`config.mk`:
```
export PLATFORM = sky130hd
export DESIGN_NAME = zstd_frame_header_parser
export DESIGN_NICKNAME = d
export VERILOG_FILES = /design/src/rtl/zstd_frame_header_parser.sv
export SDC_FILE = /design/constraint.sdc
export NUM_CORES = 1
export LEC_CHECK = 0
export CAP_MARGIN = 10
export CORE_MARGIN = 5
export CORE_UTILIZATION = 55
export CTS_CLUSTER_SIZE = 16
export DETAILED_ROUTE_END_ITERATION = 8
export PLACE_DENSITY = 0.73
export SKIP_CTS_REPAIR_TIMING = 1
export SLEW_MARGIN = 10
export SYNTH_ARGS = -nofsm -noshare
export SYNTH_HDL_FRONTEND = slang
export SYNTH_SLANG_ARGS = --single-unit
export TNS_END_PERCENT = 30
```
`constraint.sdc`:
```
create_clock -name clk_i -period 11.5 [get_ports clk_i]
set_input_delay 2.3 -clock clk_i [delete_from_list [all_inputs] [get_ports clk_i]]
set_output_delay 2.3 -clock clk_i [all_outputs]
set_load 0.01 [all_outputs]
```
`src/rtl/zstd_frame_header_parser.sv`:
```
`default_nettype none
// =====================================================================
// Module   : zstd_frame_header_parser
// Brief    : Zstandard frame-header decoder, LANES stream bytes per beat
// Revision : 1.0
// =====================================================================
module zstd_frame_header_parser #(
  parameter int LANES          = 2,
  parameter int MAX_WINDOW_LOG = 31
) (
  input  logic                         clk_i,
  input  logic                         rst_ni,
  input  logic                         start_i,
  input  logic                         in_valid_i,
  output logic                         in_ready_o,
  input  logic [8*LANES-1:0]           in_data_i,
  output logic                         hdr_valid_o,
  input  logic                         hdr_ready_i,
  output logic                         skippable_o,
  output logic [1:0]                   err_o,
  output logic [7:0]                   fhd_o,
  output logic                         wd_present_o,
  output logic [2:0]                   did_bytes_o,
  output logic [3:0]                   fcs_bytes_o,
  output logic [31:0]                  dictionary_id_o,
  output logic [63:0]                  frame_content_size_o,
  output logic [63:0]                  window_size_o,
  output logic [8*LANES-1:0]           rem_data_o,
  output logic [$clog2(LANES+1)-1:0]   rem_count_o
);

  localparam int          RCW      = $clog2(LANES+1);
  localparam logic [31:0] c_MAGIC  = 32'hFD2FB528;
  localparam logic [27:0] c_SKIPHI = 28'h184D2A5;

  typedef enum logic [1:0] {
    S_IDLE    = 2'd0,
    S_COLLECT = 2'd1,
    S_OUT     = 2'd2
  } state_t;

  state_t               state_q, state_d;
  logic [5:0]           pos_q, pos_d;
  logic [31:0]          magic_q, magic_d;
  logic                 skip_q, skip_d;
  logic [1:0]           err_q, err_d;
  logic [7:0]           fhd_q, fhd_d;
  logic                 wdp_q, wdp_d;
  logic [7:0]           wd_q, wd_d;
  logic [2:0]           db_q, db_d;
  logic [3:0]           fb_q, fb_d;
  logic [31:0]          did_q, did_d;
  logic [63:0]          fcs_q, fcs_d;
  logic [63:0]          win_q, win_d;
  logic [8*LANES-1:0]   rem_q, rem_d;
  logic [RCW-1:0]       rc_q, rc_d;

  logic                 w_done, w_fail;
  logic [3:0]           w_nrem;
  logic [8*LANES-1:0]   w_rem;
  logic [7:0]           w_byte;
  logic [5:0]           w_idx, w_off, w_fo, w_hlen, w_wlog;
  logic [63:0]          w_base;

  always_ff @(posedge clk_i or negedge rst_ni) begin
    if (!rst_ni) begin
      state_q <= S_IDLE;
      pos_q   <= '0;
      magic_q <= '0;
      skip_q  <= 1'b0;
      err_q   <= '0;
      fhd_q   <= '0;
      wdp_q   <= 1'b0;
      wd_q    <= '0;
      db_q    <= '0;
      fb_q    <= '0;
      did_q   <= '0;
      fcs_q   <= '0;
      win_q   <= '0;
      rem_q   <= '0;
      rc_q    <= '0;
    end else begin
      state_q <= state_d;
      pos_q   <= pos_d;
      magic_q <= magic_d;
      skip_q  <= skip_d;
      err_q   <= err_d;
      fhd_q   <= fhd_d;
      wdp_q   <= wdp_d;
      wd_q    <= wd_d;
      db_q    <= db_d;
      fb_q    <= fb_d;
      did_q   <= did_d;
      fcs_q   <= fcs_d;
      win_q   <= win_d;
      rem_q   <= rem_d;
      rc_q    <= rc_d;
    end
  end

  always_comb begin
    state_d = state_q;
    pos_d   = pos_q;
    magic_d = magic_q;
    skip_d  = skip_q;
    err_d   = err_q;
    fhd_d   = fhd_q;
    wdp_d   = wdp_q;
    wd_d    = wd_q;
    db_d    = db_q;
    fb_d    = fb_q;
    did_d   = did_q;
    fcs_d   = fcs_q;
    win_d   = win_q;
    rem_d   = rem_q;
    rc_d    = rc_q;
    w_done  = 1'b0;
    w_fail  = 1'b0;
    w_nrem  = '0;
    w_rem   = '0;
    w_byte  = '0;
    w_idx   = '0;
    w_off   = '0;
    w_fo    = '0;
    w_hlen  = '0;
    w_wlog  = '0;
    w_base  = '0;

    case (state_q)
      S_IDLE: begin
        if (start_i) begin
          state_d = S_COLLECT;
          pos_d   = '0;
          magic_d = '0;
          skip_d  = 1'b0;
          err_d   = '0;
          fhd_d   = '0;
          wdp_d   = 1'b0;
          wd_d    = '0;
          db_d    = '0;
          fb_d    = '0;
          did_d   = '0;
          fcs_d   = '0;
          win_d   = '0;
          rem_d   = '0;
          rc_d    = '0;
        end
      end
      S_COLLECT: begin
        if (in_valid_i) begin
          // Lanes are walked in stream order so a field decoded in a lower
          // lane (notably the FHD) already steers the lanes above it.
          for (int l = 0; l < LANES; l++) begin
            w_byte = in_data_i[8*l +: 8];
            w_idx  = pos_q + 6'(l);
            w_hlen = 6'd5 + {5'd0, wdp_d} + {3'd0, db_d} + {2'd0, fb_d};
            if (w_done) begin
              if (!w_fail) begin
                w_rem[{w_nrem[2:0], 3'b000} +: 8] = w_byte;
                w_nrem = w_nrem + 4'd1;
              end
            end else if (w_idx < 6'd4) begin
              magic_d[{w_idx[1:0], 3'b000} +: 8] = w_byte;
              if (w_idx == 6'd3) begin
                if (magic_d[31:4] == c_SKIPHI) begin
                  skip_d = 1'b1;
                end else if (magic_d != c_MAGIC) begin
                  err_d  = 2'd1;
                  w_done = 1'b1;
                  w_fail = 1'b1;
                end
              end
            end else if (skip_d) begin
              w_fo = w_idx - 6'd4;
              fcs_d[{w_fo[2:0], 3'b000} +: 8] = w_byte;
              if (w_idx == 6'd7) w_done = 1'b1;
            end else if (w_idx == 6'd4) begin
              fhd_d = w_byte;
              wdp_d = !w_byte[5];
              case (w_byte[1:0])
                2'd0:    db_d = 3'd0;
                2'd1:    db_d = 3'd1;
                2'd2:    db_d = 3'd2;
                default: db_d = 3'd4;
              endcase
              case (w_byte[7:6])
                2'd0:    fb_d = w_byte[5] ? 4'd1 : 4'd0;
                2'd1:    fb_d = 4'd2;
                2'd2:    fb_d = 4'd4;
                default: fb_d = 4'd8;
              endcase
              if (w_byte[3]) begin
                err_d  = 2'd2;
                w_done = 1'b1;
                w_fail = 1'b1;
              end
            end else begin
              w_off = w_idx - 6'd5;
              if (wdp_d && (w_off == 6'd0)) begin
                wd_d   = w_byte;
                w_wlog = 6'd10 + {1'b0, w_byte[7:3]};
                if (w_wlog > 6'(MAX_WINDOW_LOG)) begin
                  err_d  = 2'd3;
                  w_done = 1'b1;
                  w_fail = 1'b1;
                end
              end else begin
                w_off = w_off - {5'd0, wdp_d};
                if (w_off < {3'd0, db_d}) begin
                  did_d[{w_off[1:0], 3'b000} +: 8] = w_byte;
                end else begin
                  w_fo = w_off - {3'd0, db_d};
                  fcs_d[{w_fo[2:0], 3'b000} +: 8] = w_byte;
                end
              end
              if (!w_fail && (w_idx == w_hlen - 6'd1)) w_done = 1'b1;
            end
          end
          pos_d = pos_q + 6'(LANES);
          if (w_done) begin
            state_d = S_OUT;
            rem_d   = w_fail ? '0 : w_rem;
            rc_d    = w_fail ? '0 : w_nrem[RCW-1:0];
            if (!w_fail) begin
              // A two-byte FCS field is stored biased by 256.
              fcs_d  = fcs_d + ((fb_d == 4'd2) ? 64'd256 : 64'd0);
              w_wlog = 6'd10 + {1'b0, wd_d[7:3]};
              w_base = 64'd1 << w_wlog;
              if (skip_d)     win_d = '0;
              else if (wdp_d) win_d = w_base + (w_base >> 3) * {61'd0, wd_d[2:0]};
              else            win_d = fcs_d;
            end
          end
        end
      end
      S_OUT: begin
        if (hdr_ready_i) state_d = S_IDLE;
      end
      default: state_d = S_IDLE;
    endcase
  end

  assign in_ready_o           = (state_q == S_COLLECT);
  assign hdr_valid_o          = (state_q == S_OUT);
  assign skippable_o          = skip_q;
  assign err_o                = err_q;
  assign fhd_o                = fhd_q;
  assign wd_present_o         = wdp_q;
  assign did_bytes_o          = db_q;
  assign fcs_bytes_o          = fb_q;
  assign dictionary_id_o      = did_q;
  assign frame_content_size_o = fcs_q;
  assign window_size_o        = win_q;
  assign rem_data_o           = rem_q;
  assign rem_count_o          = rc_q;

endmodule
`default_nettype wire

```
==> metrics.yaml, run 1 <==
fmax_ghz: 0.0971
p_leak_nw: 12.2
power.switching_mw: 4.13
clock_latency_ps: 600
die_area_um2: 50400
grt_pass1_wl_um: 154000
synth_edf_count: 0
tritoncts: "yes"
yosysWarnings: 0
timing.final.hold_violations: 0
crit_path_end_kind: "flop"
final_cell_mix: "376 x nand2_1, 272 x nor2_1, 264 x o21ai_0"
grt_overflow: 0
core_area_um2: 45500
vias: 26700
grt_max_degree: 100
wl_um: 101000
outcome: "finished, final reports clean"
powerDensity_nw_per_um2: 260
die_w_um: 225
grt.busiest_layer: "met2"
place_congestion: 1.04
post-route-min-period_ps: 10300
yosysTopAreaCellShare_pct: 23.2
track_usage_pct: 38.6
min_path_type: "flop to flop"
start_util_pct: 55.7
maxCapViolations: 0
htreeDepth: 1
slowest_delay_ps: 750
drt_iter0_drc: 3471
post-route-period-util_pct: 89.5
power_switching_share_pct: 55.0
vdd_drop_max_uv: 262
drtAntennaViolNets: 0
antenna_found_initial: 6
yosys.area.top_type: "dfrtp_1"
arrival_ps: 10750
async_flop_share_pct: 100
cts_buffer_depth: 3
area_delta_synth_final_pct: 14.1
clock_sinks: 235
worstMarginPinSlew_ps: 1200
reg2reg_setup_slack_ps: 1420
clock_skew_ps: 27.5
critPathRequiredTime_ps: 11960
synth-seq-cells: 235
first_pass_iters: 6
p_clk_share_pct: 13.1
finalCoreUtilization_pct: 63.5
cts-root-buf: "clkbuf_16"
worst_setup_path_start_kind: "primary input"
cp_slowest_cell: "o311ai_0"
setup_viol: 0
tritoncts.num_buffers: 29
fp.dieH_um: 225
viasPerCell: 6.76
row_count: 78
final_nets: 3575
port_buffers: 210
first_global_vias: 25400
p_comb_share_pct: 69.0
routedWlPerCell_um: 25.7
p_seq_share_pct: 17.9
final_common_cell: "nand2_1"
use_met2_pct: 58.5
fill_cells: 4093
power_mw: 7.51
grtUsageMet3_pct: 9.34
synthCells: 3220
grt_use_met1_pct: 53.1
synthesis.area_um2: 25300
slew_violations: 0
whs_path_depth: 2
post_route_cells_drive_above_1_share_pct: 6.02
drc: 0
ios: 220
ys_seq_area_share_pct: 23.2
internal_power_mw: 3.38
place_hpwl_um: 74000
rsz0062_at_grt: "no"
crit_path_max_fanout: 19
synth_ff_type: "dfrtp_1"
synth_area_leaders: "dfrtp_1 23%, fa_1 10%, nand2_1 5.6%"
avgSynthCellArea_um2: 7.86
worstSetupPathType: "primary input to flop"
fin_tns_setup_ps: 0
clkTransAtPathRegs_ps: 70
synth_cell_types: 101
reg2reg_depth: 34
slew_headroom_pct: 19.1
==> state kept, by name (all words and copies together), names as in the netlist, 3 cells and up <==
signal,count
magic_q,32
rem_data_o,8
wd_q,8
frame_content_size_o,64
pos_q,5
dictionary_id_o,32
fhd_o,8
window_size_o,64
fcs_bytes_o,4
did_bytes_o,3
==> cell families (layout without fill, tap and decap cells) <==
| family | after synthesis | after routing | synth area share [%] |
|---|---|---|---|
| compound gates | 907 | 907 | 22.6 |
| xor+xnor | 185 | 185 | 6.59 |
| fa+ha+maj | 237 | 237 | 15.5 |
| buf+inv | 357 | 438 | 5.65 |
| flops | 235 | 235 | 23.2 |
| mux | 70 | 70 | 2.87 |
| other cells | 2 | 43 | 0.0297 |
| simple gates | 1227 | 1227 | 23.5 |
==> final cells by class <==
type                       instances  area (um2)  area share [%]
multi-input combinational       2666       18300            63.2
sequential                       235        5880            20.3
timing repair buffer             276        2600            9.00
clock buffer                      42         845            2.92
tap                              600         751            2.60
inverter                         109         409            1.42
clock inverter                    11         145           0.502
antenna                            3        7.51          0.0260
==> critical path, delay by kind of cell <==
kind                       cells  cell delay [ps]
muxes                          1              210
AOI/OAI and AO/OA             13             3280
and+or+nand+nor                6             1830
xor gates and xnor gates       1               90
adders and majority gates      4             1650
buffers and inverters          5             1360
==> cell usage after synthesis (16+ instances only) <==
cell type,number
nand3_1,108
or2_2,23
mux2i_1,59
nor2b_1,26
a21oi_1,253
dfrtp_1,235
a31oi_1,48
nor3_1,135
nand2b_1,39
o221ai_1,19
xnor2_1,115
clkbuf_1,214
o22ai_1,16
and3_1,17
nand4_1,30
or3_1,40
nor2_1,276
a22oi_1,45
o21ai_0,264
and2_1,19
nand2_1,377
fa_1,127
a211oi_1,26
xor2_1,66
a21o_1,53
nor4_1,54
ha_1,110
inv_1,108
==> per-layer routing <==
layer	vias to the layer above	share of wire, %
li1	11700	-
met1	12900	40
met2	1736	43
met3	373	12
met4	8	5.5
met5	-	0.045
==> power by group through the flow <==
stage          sequential [mW]  clock (mW)  combinational (mW)
6_report                  1.34       0.984                5.19
5_1_grt                   1.35        1.02                5.47
4_1_cts                   1.33       0.988                5.00
3_5_place_dp              1.34           0                4.97
3_3_place_gp              1.33           0                4.91
2_1_floorplan             1.30           0                3.17
==> path summary, 6_finish.rpt <==
path / from / to
min in group asynchronous: rst_ni / skippable_o$_DFFE_PN0P_
worst min register to register: wd_q[4]$_DFFE_PN0P_ / wd_q[4]$_DFFE_PN0P_
worst max register to register: wd_present_o$_DFFE_PN0P_ / window_size_o[47]$_DFFE_PN0P_
worst max-delay path: in_data_i[5] / window_size_o[47]$_DFFE_PN0P_
worst min-delay path: wd_q[4]$_DFFE_PN0P_ / wd_q[4]$_DFFE_PN0P_
max in group asynchronous: rst_ni / window_size_o[5]$_DFFE_PN0P_
==> metrics by stage <==
stage	hold WS [ps]	worst slack, ps	cell area [um2]	instances
after floorplan	449	2530	25500	3258
after CTS	486	1380	28900	3939
final	478	1200	28900	3942
after detailed placement	470	773	27900	3886
after global routing	498	624	28900	3939
after global placement	463	1080	27900	3886
(Power assumes the default switching activity.)
==> run 2: changes to the inputs <==
Settings changed: CORE_UTILIZATION 55 to 50, MAX_ROUTING_LAYER from default to met4, PLACE_DENSITY 0.73 to 0.68.
==> run 2 against run 1 <==
Final area up 0.69%. Clock power up 5%. Cell count increased by 1.9%. Die area up 9.5%. Critical path type unchanged. Combinational power is 1% higher. Register-to-register slack about the same. Global-route usage fell by 1.4 points. First-iteration DRC count increased by 5.2%.
==> metrics.yaml, run 2 (synthesis gave the netlist of run 1 again) <==
first_global_vias: 25100
crit_path_end_kind: "flop"
post-route-period-util_pct: 91.0
drc: 0
vdd_drop_max_uv: 252
tritoncts: "yes"
clock_sinks: 235
cts_buffer_depth: 3
wl_um: 104000
clkTransAtPathRegs_ps: 60
post_route_cells_drive_above_1_share_pct: 6.22
worstMarginPinSlew_ps: 1310
fp.dieH_um: 235
fin_area_um2: 29100
final_cell_mix: "376 x nand2_1, 272 x nor2_1, 264 x o21ai_0"
fmax_ghz: 0.0955
fill_cells: 4587
final_common_cell: "nand2_1"
outcome: "finished, final reports clean"
slew_headroom_pct: 12.0
first_pass_iters: 6
setup_ws_ps: 1030
viasPerCell: 6.61
fin_tns_setup_ps: 0
powerDensity_nw_per_um2: 262
crit_end: "window_size_o[47]$_DFFE_PN0P_"
dp_cells: 3960
row_count: 82
setup_viol: 0
htreeDepth: 1
area_delta_synth_final_pct: 14.9
final_nets: 3578
crit_start: "in_data_i[5]"
power_mw: 7.62
worstSetupPathType: "primary input to flop"
p_leak_nw: 12.3
finalCoreUtilization_pct: 58.0
die_area_um2: 55200
worst_setup_path_start_kind: "primary input"
routedWlPerCell_um: 25.9
rsz0062_at_grt: "no"
die_w_um: 235
place_hpwl_um: 77100
arrival_ps: 10880
crit_path_max_fanout: 19
cp_slowest_cell: "o311ai_0"
r2r-start: "pos_q[2]$_DFFE_PN0P_"
slowest_delay_ps: 710
antenna_found_initial: 2
port_buffers: 210
reg2reg_depth: 33
holdWs_ps: 478
start_util_pct: 50.5
reg2reg_setup_slack_ps: 1430
timing.final.hold_violations: 0
tritoncts.num_buffers: 30
grt_overflow: 0
clock_skew_ps: 38.0
place_worst_setup_slack_ps: 599
worstReg2RegEnd: "window_size_o[47]$_DFFE_PN0P_"
placed_area_um2: 28000
slew_violations: 0
core_area_um2: 50200
place_congestion: 1.05
grt_pass1_wl_um: 158000
track_usage_pct: 37.2
maxCapViolations: 0
drtAntennaViolNets: 0
min_path_type: "flop to flop"
cts-root-buf: "clkbuf_16"
vias: 26600
grt_max_degree: 89
fin_cells: 4018
post-route-min-period_ps: 10470
drt_iter0_drc: 3650
critPathRequiredTime_ps: 11910
clock_latency_ps: 600
ios: 220
## run 2: report_power, final
part	total, mW	internal, mW	leakage (nW)	switching, mW
combinational	5.24	1.75	8.57	3.49
clock	1.03	0.633	0.532	0.400
sequential	1.35	1.06	3.21	0.292
total	7.62	3.44	12.3	4.18
## run 2: worst max-delay path, delay by kind of cell
| family | cells | cell delay [ps] |
|---|---|---|
| compound gates | 13 | 3410 |
| fa+ha+maj | 4 | 1620 |
| buf+inv | 5 | 1340 |
| xor+xnor | 1 | 100 |
| simple gates | 6 | 1870 |
| mux | 1 | 210 |
## run 2: metal layers
metal	routed length, um	GRT usage [%]	vias up
met2	44300	53.2	1675
met1	43700	52.1	12900
met5	0	-	-
met3	12200	9.49	259
li1	-	-	11700
met4	4030	11.6	0
## run 2: how the worst min path moves through the flow
stage	startpoint	endpoint	slack [ps]	cells after the start
floorplan	wd_q[0]$_DFFE_PN0P_	wd_q[0]$_DFFE_PN0P_	450	2
global placement	rem_count_o[0]$_DFFE_PN0P_	rem_count_o[0]$_DFFE_PN0P_	460	1
detailed placement	window_size_o[3]$_DFFE_PN0P_	window_size_o[3]$_DFFE_PN0P_	470	2
CTS	window_size_o[3]$_DFFE_PN0P_	window_size_o[3]$_DFFE_PN0P_	480	2
global route	rem_count_o[0]$_DFFE_PN0P_	rem_count_o[0]$_DFFE_PN0P_	510	1
finish	window_size_o[3]$_DFFE_PN0P_	window_size_o[3]$_DFFE_PN0P_	480	2
## run 2: final cells by class
cell class	count	area, um2	share of cell area, %
well taps	672	841	2.89
clock buffers	47	956	3.28
diodes	3	7.51	0.0258
repair buffers	278	2620	8.99
inverters	109	409	1.41
multi-input cells	2666	18300	62.8
flip-flops and latches	235	5880	20.2
clock inverters	8	121	0.417
